**src/rtl/bat_pkg.sv**
```systemverilog
// Shared definitions for the program loader: FSM states, frame byte layout
// and the RAM write-direction encoding.
package bat_pkg;

  localparam int BAT_ADDR_W = 16;
  localparam int BAT_DATA_W = 16;

  // EXT_RAM_RW level that selects a write cycle
  localparam logic RW_WRITE = 1'b1;

  // Byte offsets inside a frame; data words start at POS_DATA, CSUM follows them
  localparam int POS_ADDR_HI = 0;
  localparam int POS_ADDR_LO = 1;
  localparam int POS_CNT_HI  = 2;
  localparam int POS_CNT_LO  = 3;
  localparam int POS_DATA    = 4;

  typedef enum logic [3:0] {
    S_HDR_A1  = 4'd0,
    S_HDR_A0  = 4'd1,
    S_HDR_C1  = 4'd2,
    S_HDR_C0  = 4'd3,
    S_D_HI    = 4'd4,
    S_D_LO    = 4'd5,
    S_WRITE   = 4'd6,
    S_CSUM    = 4'd7,
    S_RELEASE = 4'd8,
    S_RUN     = 4'd9,
    S_ERROR   = 4'd10
  } state_t;

  // States in which a byte may be taken from the input stream
  function automatic logic takes_byte(input state_t s);
    case (s)
      S_HDR_A1, S_HDR_A0, S_HDR_C1, S_HDR_C0,
      S_D_HI, S_D_LO, S_CSUM, S_ERROR: takes_byte = 1'b1;
      default:                         takes_byte = 1'b0;
    endcase
  endfunction

endpackage

```
**src/rtl/bat_loader.sv**
```systemverilog
// Program loader: halts the CPU, writes a framed big-endian word stream into
// RAM, verifies the mod-256 checksum, then resets and releases the CPU.
//
// Input handshake: a byte transfers on a rising edge where i_in_valid and
// o_in_ready are both high; o_in_ready depends only on the state register.
module bat_loader
  import bat_pkg::*;
#(
  parameter int ADDR_W = BAT_ADDR_W,
  parameter int DATA_W = BAT_DATA_W
) (
  input  logic              i_clk,
  input  logic              i_rst_n,
  input  logic [7:0]        i_in_data,
  input  logic              i_in_valid,
  output logic              o_in_ready,
  input  logic              i_load_req,
  output logic              o_halt,
  output logic [ADDR_W-1:0] o_address,
  output logic              o_ext_ram_en,
  output logic              o_ext_ram_rw,
  output logic [DATA_W-1:0] o_bus_data,
  output logic              o_bus_oe,
  output logic              o_cpu_rst,
  output logic              o_busy,
  output logic              o_done,
  output logic              o_err,
  output state_t            o_state
);

  state_t              r_state;
  logic [ADDR_W-1:0]   r_addr;
  logic [15:0]         r_cnt;
  logic [7:0]          r_hi;
  logic [DATA_W-1:0]   r_data;
  logic [7:0]          r_sum;

  state_t      w_next;
  logic        w_in_ready;
  logic        w_accept;
  logic [15:0] w_word;
  logic [7:0]  w_sum_next;
  logic        w_halt;
  logic        w_ram_en;
  logic        w_ram_rw;
  logic        w_bus_oe;
  logic        w_cpu_rst;
  logic        w_busy;
  logic        w_done;
  logic        w_err;

  assign w_in_ready = takes_byte(r_state);
  assign w_accept   = i_in_valid & w_in_ready;
  assign w_word     = {r_hi, i_in_data};
  assign w_sum_next = r_sum + i_in_data;

  always_comb begin
    w_next    = r_state;
    w_halt    = 1'b1;
    w_ram_en  = 1'b0;
    w_ram_rw  = 1'b0;
    w_bus_oe  = 1'b0;
    w_cpu_rst = 1'b0;
    w_busy    = 1'b1;
    w_done    = 1'b0;
    w_err     = 1'b0;
    case (r_state)
      S_HDR_A1: if (w_accept) w_next = S_HDR_A0;
      S_HDR_A0: if (w_accept) w_next = S_HDR_C1;
      S_HDR_C1: if (w_accept) w_next = S_HDR_C0;
      S_HDR_C0: if (w_accept) w_next = (w_word == 16'd0) ? S_CSUM : S_D_HI;
      S_D_HI:   if (w_accept) w_next = S_D_LO;
      S_D_LO:   if (w_accept) w_next = S_WRITE;
      S_WRITE: begin
        w_ram_en = 1'b1;
        w_ram_rw = RW_WRITE;
        w_bus_oe = 1'b1;
        // r_cnt is at least 1 here; this is the last word when it is exactly 1
        w_next   = (r_cnt == 16'd1) ? S_CSUM : S_D_HI;
      end
      S_CSUM:   if (w_accept) w_next = (w_sum_next == 8'd0) ? S_RELEASE : S_ERROR;
      S_RELEASE: begin
        w_cpu_rst = 1'b1;
        w_next    = S_RUN;
      end
      S_RUN: begin
        w_halt = 1'b0;
        w_busy = 1'b0;
        w_done = 1'b1;
        if (i_load_req) w_next = S_HDR_A1;
      end
      S_ERROR: begin
        w_busy = 1'b0;
        w_err  = 1'b1;
        if (i_load_req) w_next = S_HDR_A1;
      end
      default: w_next = S_HDR_A1;
    endcase
  end

  always_ff @(posedge i_clk or negedge i_rst_n) begin
    if (!i_rst_n) begin
      r_state <= S_HDR_A1;
      r_addr  <= '0;
      r_cnt   <= '0;
      r_hi    <= '0;
      r_data  <= '0;
      r_sum   <= '0;
    end else begin
      r_state <= w_next;

      // Entering HDR_A1 starts a fresh frame; bytes swallowed in ERROR never count
      if (w_next == S_HDR_A1 && r_state != S_HDR_A1) begin
        r_sum <= '0;
      end else if (w_accept && r_state != S_ERROR) begin
        r_sum <= w_sum_next;
      end

      case (r_state)
        S_HDR_A1, S_HDR_C1, S_D_HI: if (w_accept) r_hi <= i_in_data;
        S_HDR_A0: if (w_accept) r_addr <= ADDR_W'(w_word);
        S_HDR_C0: if (w_accept) r_cnt  <= w_word;
        S_D_LO:   if (w_accept) r_data <= DATA_W'(w_word);
        S_WRITE: begin
          r_addr <= r_addr + ADDR_W'(1);
          r_cnt  <= r_cnt - 16'd1;
        end
        default: ;
      endcase
    end
  end

  assign o_in_ready   = w_in_ready;
  assign o_halt       = w_halt;
  assign o_address    = r_addr;
  assign o_ext_ram_en = w_ram_en;
  assign o_ext_ram_rw = w_ram_rw;
  assign o_bus_data   = r_data;
  assign o_bus_oe     = w_bus_oe;
  assign o_cpu_rst    = w_cpu_rst;
  assign o_busy       = w_busy;
  assign o_done       = w_done;
  assign o_err        = w_err;
  assign o_state      = r_state;

endmodule
```
**config.mk**
```make
export PLATFORM = sky130hd
export DESIGN_NAME = bat_loader
export DESIGN_NICKNAME = d
export VERILOG_FILES = /design/src/rtl/bat_pkg.sv /design/src/rtl/bat_loader.sv
export SDC_FILE = /design/constraint.sdc
export NUM_CORES = 1
export LEC_CHECK = 0
export BUFFER_PORTS_ARGS = -buffer_cell sky130_fd_sc_hd__buf_2
export CAP_MARGIN = 25
export CORE_ASPECT_RATIO = 0.8
export CORE_UTILIZATION = 59
export CTS_BUF_LIST = sky130_fd_sc_hd__clkbuf_8
export DETAILED_ROUTE_END_ITERATION = 6
export HOLD_SLACK_MARGIN = 0.1
export PLACE_DENSITY = 0.93
export SYNTH_ARGS = -nofsm -noshare
export SYNTH_HDL_FRONTEND = slang
export SYNTH_SLANG_ARGS = --single-unit
```
**constraint.sdc**
```tcl
create_clock -name i_clk -period 2.2 [get_ports i_clk]
set_input_delay 0.22 -clock i_clk [delete_from_list [all_inputs] [get_ports i_clk]]
set_output_delay 0.22 -clock i_clk [all_outputs]
set_load 0.05 [all_outputs]
```
==> impl_metrics.yaml, run 1 <==
routing:
  vias_per_cell: 6.65
  drt_iter0_drc: 508
  wl_per_cell_um: 20.0
  ant_nets: 0
  route.detailed.drc: 0
  wirelength_um: 11200
  vias: 3708
  dr.pass1.iters: 5
clocking:
  numCtsBuffers: 9
  clk_pin_slew_worst_paths_ns: 0.08
  clk_latency_ns: 0.36
  clock_path_buffers: 2
  cts_tree: "yes"
  clock-root-buffer: "clkbuf_8"
  cts.htree.levels: 3
  cts.sinks: 68
synthesis:
  synth-edff-count: 0
  syn_nets: 422
  synth_seq_area_share_pct: 43.7
  netlist_area_sq_um: 3890
  synth_seq_cells: 68
  avgSynthCellArea_sq_um: 9.76
  synthCells: 399
  synthArstFlopShare_pct: 100
  synth-warning-count: 0
  ys_types: 64
  ys.flop_type: "dfrtp_1"
global_routing:
  grt_pass1_vias: 3596
  use_met1_pct: 42.2
  grt_pass1_wl_um: 17800
  met3_usage_pct: 10.8
  busiest_layer: "met2"
  antenna_found_initial: 0
  grt.total_usage_pct: 34.4
  grt_util_met2_pct: 55.6
  overflow: 0
  grt_max_degree: 34
timing:
  fmax_mhz: 464
  finalCritPeriodShare_pct: 98.0
  timing.hold.ws_ns: 0.202
  drv_slew: 0
  period_minus_slack_ns: 2.16
  finalHoldViolCount: 0
  final.setup.worst_slack_ns: 0.0445
  slew-limit-headroom_pct: 45.8
  rsz0062_at_grt: "true"
  setup_violations: 0
  clock_skew_ns: 0.00873
  tightest_slew_ns: 0.813
power:
  p_leak_uw: 0.00197
  ir_drop_v: 0.00150
  power_per_cell_area_nw_per_um2: 1730
status:
  status: "completed"
floorplan:
  io_pins: 57
  die_area_sq_um: 6930
  die_h_um: 74.7
  die_w_um: 92.8
  start_util_pct: 61.1
  row_count: 26
  core_area_sq_um: 6380
critical_path:
  worstPathRequired_ns: 1.98
  critPathTopFamily: "buffers and inverters"
  worstSetupStartpointType: "register"
  crit_type: "reg2out"
  cp.arrival_ns: 1.94
  timing.critical_path.cells: "buf_4 -> nand2b_1 -> nor2_1 -> nand2_2 -> clkinvlp_4 -> buf_2"
  path_buf_inv: 3
  critPathSlowestCell: "dfrtp_2"
  cp_slowest_stage_delay_ns: 0.50
  setup.worst_path.end_class: "output pin"
  worstPathMaxFanout: 10
cells_and_area:
  antenna_cells: 0
  drive_gt1_share_pct: 32.3
  area_growth_syn_to_layout_pct: 20.2
  final_nets: 492
  fin_cells: 558
  design_area_sq_um: 4680
job:
  cap_violations: 0
placement:
  pre_cts_ws_ns: -0.0115
  gp_congestion: 0.896
  placed_area_sq_um: 4380
  dp_cells: 540
  io_buffers: 56
  dp_hpwl_um: 7390
min_path:
  min-delay-path-class: "in2reg"
[cells in the mapped netlist, types with 6 or more instances]
library cell	count	share of area (%)
clkbuf_1	9	0.87
nand2b_1	9	1.4
nand3_1	13	1.7
nor4_1	7	1.1
o21ai_0	11	1.4
nor3_1	14	1.8
nor2_1	43	4.1
o211ai_1	6	1.2
mux2i_1	7	1.8
buf_2	7	0.90
ha_1	10	3.2
a31oi_1	7	1.1
inv_1	7	0.67
o221a_2	6	1.7
a21oi_1	25	3.2
dfrtp_1	68	44
nand2_1	38	3.7
mux2_2	24	6.9
[flip-flops by register name, indices dropped and copies added, names as in the netlist]
name	count
r_cnt	16
r_sum	8
o_state	4
r_hi	8
o_address	16
o_bus_data	16
[worst min-delay path, delay by kind of cell]
kind                   cells  cell delay, ns
buffers and inverters      1            0.16
and+or+nand+nor            1            0.07
AOI/OAI and AO/OA          1            0.07
[cell type report]
| class | instances | area (sq um) |
|---|---|---|
| clock inverter | 7 | 80.1 |
| sequential | 68 | 1700 |
| inverter | 8 | 33.8 |
| multi-input combinational | 304 | 2160 |
| clock buffer | 9 | 124 |
| timing repair buffer | 78 | 472 |
| tap | 84 | 105 |
| fill | 431 | 1700 |
[final timing paths]
| check | cells after the start | from | slack (ns) | end |
|---|---|---|---|---|
| worst max-delay path | 6 | o_state[2] | 0.04 | o_done |
| worst max register to register | 8 | r_sum[0] | 0.05 | r_sum[6] |
| max in group asynchronous | 3 | i_rst_n | 1.07 | r_hi[4] |
| worst min register to register | 1 | r_cnt[14] | 0.51 | r_cnt[14] |
| min in group asynchronous | 2 | i_rst_n | 0.49 | o_address[9] |
| worst min-delay path | 3 | i_in_data[7] | 0.20 | r_cnt[7] |
[power breakdown]
part,total (uW),switching [uW],internal (uW)
clock,1090,548,539
sequential,2660,797,1860
combinational,4370,2850,1520
total,8110,4190,3920
[metal layers]
layer	share of wire (%)	wire, um
met5	0	0
met3	10	1160
met1	38	4280
met4	4.0	449
met2	47	5300
[cells in the final DEF (no fill, tap or decap), types with 3 or more instances in the layout]
| cell | count |
|---|---|
| a211o_1 | 3 |
| a211oi_1 | 4 |
| a211oi_2 | 3 |
| a21oi_1 | 24 |
| a31oi_1 | 7 |
| and3_1 | 3 |
| buf_2 | 53 |
| buf_4 | 19 |
| clkbuf_4 | 3 |
| clkbuf_8 | 9 |
| clkinvlp_4 | 3 |
| dfrtp_1 | 66 |
| ha_1 | 9 |
| inv_1 | 6 |
| inv_6 | 4 |
| mux2_2 | 24 |
| mux2i_1 | 7 |
| nand2_1 | 37 |
| nand2b_1 | 9 |
| nand3_1 | 13 |
| nand4_1 | 5 |
| nor2_1 | 42 |
| nor3_1 | 14 |
| nor3b_1 | 4 |
| nor4_1 | 6 |
| nor4_4 | 3 |
| o211ai_1 | 6 |
| o21ai_0 | 11 |
| o221a_2 | 6 |
| o22ai_1 | 5 |
| o311ai_0 | 3 |
| o32ai_1 | 3 |
| or3_1 | 4 |
| xor2_1 | 4 |
[cell families (layout without fill, tap and decap cells)]
logic type	Yosys count	after routing	share of synthesized area, %
buf+inv	27	102	3.02
fa+ha+maj	11	11	3.73
mux	31	31	8.74
simple gates	163	163	22.5
compound gates	93	93	17.0
xor+xnor	6	6	1.35
flops	68	68	43.7
[metrics by stage]
| step | TNS, ns | power (uW) | util [%] |
|---|---|---|---|
| 2_1_floorplan | -0.184 | 5570 | - |
| 5_1_grt | -0.0920 | 8540 | 73.4 |
| 3_5_place_dp | -0.0115 | 6720 | 68.7 |
| 4_1_cts | 0 | 7860 | 72.2 |
| 3_3_place_gp | 0 | 6490 | 68.7 |
| 6_report | 0 | 8110 | 73.4 |
[what timing repair did]
action                                 4_1_cts  5_1_grt
endpoints found under the hold margin       31        0
setup endpoints to repair                    1        6
hold buffers                                 1        0
gates resized for setup                      1       13
pin swaps                                    0        5
buffers inserted                             0        1
gates cloned                                 0        0
No activity file was read; power rests on OpenSTA's default activity.
==> run 2: changes to the inputs <==
--- a/config.mk
+++ b/config.mk
@@ -11,6 +11,7 @@
 export CORE_UTILIZATION = 59
 export CTS_BUF_LIST = sky130_fd_sc_hd__clkbuf_8
 export DETAILED_ROUTE_END_ITERATION = 6
+export GPL_TIMING_DRIVEN = 0
 export HOLD_SLACK_MARGIN = 0.1
 export PLACE_DENSITY = 0.93
 export SYNTH_ARGS = -nofsm -noshare
==> impl_metrics.yaml, run 2 (synthesis gave the netlist of run 1 again) <==
critical_path:
  cp_slowest_stage_delay_ns: 0.40
  worstPathRequired_ns: 2.43
  setup.worst_path.end_class: "register"
  crit_type: "reg2reg"
  worstPathMaxFanout: 3
  cp.arrival_ns: 2.36
  critPathSlowestCell: "dfrtp_1"
  worstSetupStartpointType: "register"
  timing.critical_path.cells: "ha_2 -> fa_2 -> a211o_1 -> nand4_1 -> o311ai_4 -> nor4_2 -> a31oi_1"
global_routing:
  grt_pass1_wl_um: 16500
  overflow: 0
  grt.total_usage_pct: 31.8
  grt_max_degree: 69
  antenna_found_initial: 0
  grt_pass1_vias: 3326
cells_and_area:
  layout_commonest_cell: "dfrtp_1"
  multi_input_area_sq_um: 2140
  design_area_sq_um: 4540
  final_nets: 488
  drive_gt1_share_pct: 30.2
  area_growth_syn_to_layout_pct: 16.7
  seqCellArea_sq_um: 1710
  fill_cells: 472
  antenna_cells: 0
  final_cell_mix: "dfrtp_1, buf_2, nor2_1"
timing:
  finalCritPeriodShare_pct: 96.5
  fmax_mhz: 471
  period_minus_slack_ns: 2.12
  tightest_slew_ns: 0.847
  rsz0062_at_grt: "false"
  finalHoldViolCount: 0
  drv_slew: 0
  clock_skew_ns: 0.00708
  setup_violations: 0
  slew-limit-headroom_pct: 43.5
placement:
  placed_area_sq_um: 4310
  dp_hpwl_um: 7050
  io_buffers: 55
  gp_congestion: 0.909
routing:
  drt_iter0_drc: 380
  vias_per_cell: 6.49
  vias: 3596
  wirelength_um: 10400
  wl_per_cell_um: 18.7
  dr.pass1.iters: 7
  route.detailed.drc: 12
  ant_nets: 0
clocking:
  clock-root-buffer: "clkbuf_8"
  clk_latency_ns: 0.36
  clock_path_buffers: 2
  cts_setup_buffers: 0
  cts.sinks: 68
  numCtsBuffers: 9
  cts_tree: "yes"
  cts.htree.levels: 3
  clk_pin_slew_worst_paths_ns: 0.08
power:
  p_switching_uw: 4050
  power_per_cell_area_nw_per_um2: 1700
  p_leak_uw: 0.00190
  pwr-share-clk_pct: 12.4
  swShare_pct: 52.4
  p_int_uw: 3680
  ir_drop_v: 0.00115
  finalPower_uw: 7730
  sequentialPowerShare_pct: 33.6
  comb_power_share_pct: 53.9
floorplan:
  io_pins: 57
  row_count: 26
  die_w_um: 92.8
  die_h_um: 74.7
  die_area_sq_um: 6930
  start_util_pct: 61.1
  core_area_sq_um: 6380
status:
  violations: "DRC"
  status: "finished with violations"
job:
  cap_violations: 0
min_path:
  min-delay-path-class: "in2reg"
run 2: cell count changes in the layout (fill, tap and decap cells not counted), moves of 2 or more:
cell      delta
buf_2        +6
buf_4       -15
clkbuf_4     -2
clkbuf_2     +2
clkbuf_1     +7
run 2: final cells by class:
cell class | instances | area share, %
plain buffers | 18 | 1.95
flip-flops and latches | 68 | 37.5
repair buffers | 56 | 6.39
inverters | 8 | 0.743
multi-input cells | 304 | 47.1
clock inverters | 7 | 1.27
clock buffers | 9 | 2.73
well taps | 84 | 2.31
run 2: worst paths after layout:
check,start,end,slack [ns],depth (start not counted)
setup / recovery,r_sum[0],o_state[1],0.08,7
hold / removal,i_in_valid,o_state[3],0.20,3
setup reg to reg,r_sum[0],o_state[1],0.08,7
hold reg to reg,o_bus_data[8],o_bus_data[8],0.50,1
max in group asynchronous,i_rst_n,r_cnt[0],1.09,2
min in group asynchronous,i_rst_n,o_address[10],0.50,2
run 2: power groups by stage:
| stage | Combinational, uW | Clock, uW | Sequential, uW |
|---|---|---|---|
| 6_report | 4170 | 960 | 2600 |
| 5_1_grt | 4490 | 1020 | 2660 |
| 4_1_cts | 4080 | 972 | 2560 |
| 3_5_place_dp | 4030 | 0 | 2570 |
| 3_3_place_gp | 3890 | 0 | 2520 |
| 2_1_floorplan | 2070 | 0 | 3500 |
run 2: worst max-delay path, delay by kind of cell, from the launching register on:
kind	cells	cell delay, ns
AOI/OAI and AO/OA	3	0.55
adders and majority gates	2	0.55
DFF	1	0.40
and+or+nand+nor	2	0.48
run 2: repair_timing:
| item | 4_1_cts | 5_1_grt |
|---|---|---|
| pin swaps | 1 | 3 |
| hold buffers | 1 | 0 |
| setup endpoints to repair | 5 | 19 |
| cloned | 0 | 0 |
| gates resized for setup | 3 | 13 |
| endpoints found under the hold margin | 68 | 0 |
run 2: layer usage:
| metal | track usage, % | vias to the layer above | wire length [um] |
|---|---|---|---|
| met5 | 0 | - | 0 |
| met4 | 13.0 | 0 | 221 |
| met3 | 8.38 | 36 | 924 |
| met2 | 50.6 | 208 | 4950 |
| met1 | 42.4 | 1725 | 4260 |
| li1 | - | 1627 | - |
run 2: metrics by stage:
step	util (%)	hold WS, ns	setup slack (ns)	instances	setup TNS [ns]
final	71.3	0.201	0.0764	554	0
after global routing	71.3	0.198	0.0238	554	0
after CTS	70.6	0.196	0.00951	554	0
after detailed placement	67.6	0.379	-0.0551	538	-0.0551
after global placement	67.6	0.483	-0.00563	538	-0.00563
after floorplan	-	-0.0756	-0.102	399	-0.184
==> run 3: changes to the inputs <==
--- a/config.mk
+++ b/config.mk
@@ -6,14 +6,13 @@
 export NUM_CORES = 1
 export LEC_CHECK = 0
 export BUFFER_PORTS_ARGS = -buffer_cell sky130_fd_sc_hd__buf_2
-export CAP_MARGIN = 25
+export CAP_MARGIN = 20
 export CORE_ASPECT_RATIO = 0.8
-export CORE_UTILIZATION = 59
-export CTS_BUF_LIST = sky130_fd_sc_hd__clkbuf_8
+export CORE_UTILIZATION = 57
 export DETAILED_ROUTE_END_ITERATION = 6
 export GPL_TIMING_DRIVEN = 0
 export HOLD_SLACK_MARGIN = 0.1
-export PLACE_DENSITY = 0.93
+export PLACE_DENSITY = 0.91
 export SYNTH_ARGS = -nofsm -noshare
 export SYNTH_HDL_FRONTEND = slang
 export SYNTH_SLANG_ARGS = --single-unit
==> impl_metrics.yaml, run 3 (synthesis gave the netlist of run 1 again) <==
status:
  status: "completed"
global_routing:
  grt_max_degree: 69
  antenna_found_initial: 0
  overflow: 0
  grt_pass1_vias: 3568
  grt_pass1_wl_um: 17600
  grt.total_usage_pct: 32.3
power:
  power_per_cell_area_nw_per_um2: 1720
  ir_drop_v: 0.00123
  p_leak_uw: 0.00193
cells_and_area:
  seqCellArea_sq_um: 1710
  drive_gt1_share_pct: 30.9
  final_cell_mix: "dfrtp_1, buf_2, nor2_1"
  antenna_cells: 0
  final_core_util_pct: 70.4
  multi_input_area_sq_um: 2150
  area_growth_syn_to_layout_pct: 17.6
  layout_commonest_cell: "dfrtp_1"
  final_nets: 488
  fill_cells: 487
routing:
  vias: 3616
  route.detailed.drc: 0
  drt_iter0_drc: 361
  wl_per_cell_um: 19.4
  vias_per_cell: 6.53
  ant_nets: 0
  dr.pass1.iters: 5
  wirelength_um: 10800
clocking:
  cts_tree: "yes"
  clk_pin_slew_worst_paths_ns: 0.08
  cts_setup_buffers: 0
  clock_path_buffers: 2
  clock-root-buffer: "clkbuf_8"
  cts.htree.levels: 3
  numCtsBuffers: 9
  clk_latency_ns: 0.36
  cts.sinks: 68
floorplan:
  start_util_pct: 59.8
  die_h_um: 75.9
  row_count: 26
  io_pins: 57
  die_w_um: 94.4
  core_area_sq_um: 6510
  die_area_sq_um: 7170
job:
  cap_violations: 0
critical_path:
  crit_type: "reg2reg"
  reg2reg_from: "r_sum[0]"
  endpoint: "o_state[1]"
  cp_slowest_stage_delay_ns: 0.39
  rr_endpoint: "o_state[1]"
  setup.worst_path.end_class: "register"
  critPathLaunch: "r_sum[0]"
  cp.arrival_ns: 2.35
  reg2reg_depth: 7
  worstPathMaxFanout: 3
  timing.critical_path.cells: "ha_1 -> fa_2 -> a211o_1 -> nand4_1 -> o311ai_4 -> nor4_2 -> a31oi_1"
  critPathSlowestCell: "dfrtp_1"
  cp.depth: 7
  path_buf_inv: 0
  critPathTopFamily: "adder cells"
  worstPathRequired_ns: 2.43
  worstSetupStartpointType: "register"
  rrSetupSlack_ns: 0.08
timing:
  finalHoldViolCount: 0
  clock_skew_ns: 0.00529
  period_minus_slack_ns: 2.12
  slew-limit-headroom_pct: 42.8
  drv_slew: 0
  rsz0062_at_grt: "true"
  tightest_slew_ns: 0.858
  setup_violations: 0
  timing.hold.ws_ns: 0.203
  fmax_mhz: 472
  finalCritPeriodShare_pct: 96.2
placement:
  dp_hpwl_um: 7360
  io_buffers: 55
  gp_congestion: 0.884
min_path:
  min-delay-path-class: "in2reg"
## run 3: worst register-to-register path: cells and delay by family (launching register included)
kind,cells,cell delay [ns]
simple gates,2,0.46
fa+ha+maj,2,0.59
compound gates,3,0.54
flops,1,0.39
## run 3: repair_timing
item | 4_1_cts | 5_1_grt
pin swaps | 0 | 4
hold buffers | 1 | 0
endpoints found under the setup margin | 5 | 23
endpoints found under the hold margin | 68 | 0
resized for setup | 3 | 19
## run 3: through the flow
step                setup slack (ns)  area (sq um)  total power, uW  TNS, ns  std cells
finish                        0.0831          4580             7890        0        554
global route                 -0.0344          4580             8360  -0.0344        554
CTS                          0.00570          4530             7750        0        554
detailed placement           -0.0678          4310             6630  -0.0678        538
global placement             -0.0108          4310             6400  -0.0108        538
floorplan                     -0.102          3930             5570   -0.184        399
## run 3: area by class of cell
type | instances | share of cell area [%]
well taps | 84 | 2.30
inverters | 8 | 0.738
clock inverters | 7 | 1.78
repair buffers | 56 | 6.34
flip-flops and latches | 68 | 37.3
multi-input cells | 304 | 46.9
plain buffers | 18 | 1.97
clock buffers | 9 | 2.70
## run 3: metal layers
metal / part of all wire (%) / GRT usage [%] / wire, um
met5: 0 / 0 / 0
met4: 2.2 / 14.0 / 238
met3: 11 / 12.3 / 1160
met2: 48 / 48.4 / 5160
met1: 39 / 41.4 / 4200
## run 3: worst min path at each step
stage	startpoint	to	slack, ns	cells after the start
final	i_in_data[6]	r_cnt[6]	0.20	3
after global routing	i_in_valid	o_state[3]	0.21	3
after CTS	i_in_data[6]	r_cnt[6]	0.18	3
after detailed placement	i_rst_n	o_address[7]	0.38	1
after global placement	o_bus_data[6]	o_bus_data[6]	0.48	1
after floorplan	i_rst_n	o_address[0]	-0.08	0
## run 3: where the power goes
part	internal [uW]	leakage (uW)	switching [uW]	total, uW
logic	1400	0.00103	2790	4190
registers	1870	0.000793	754	2620
clock network	541	0.000101	545	1090
total	3810	0.00193	4080	7890
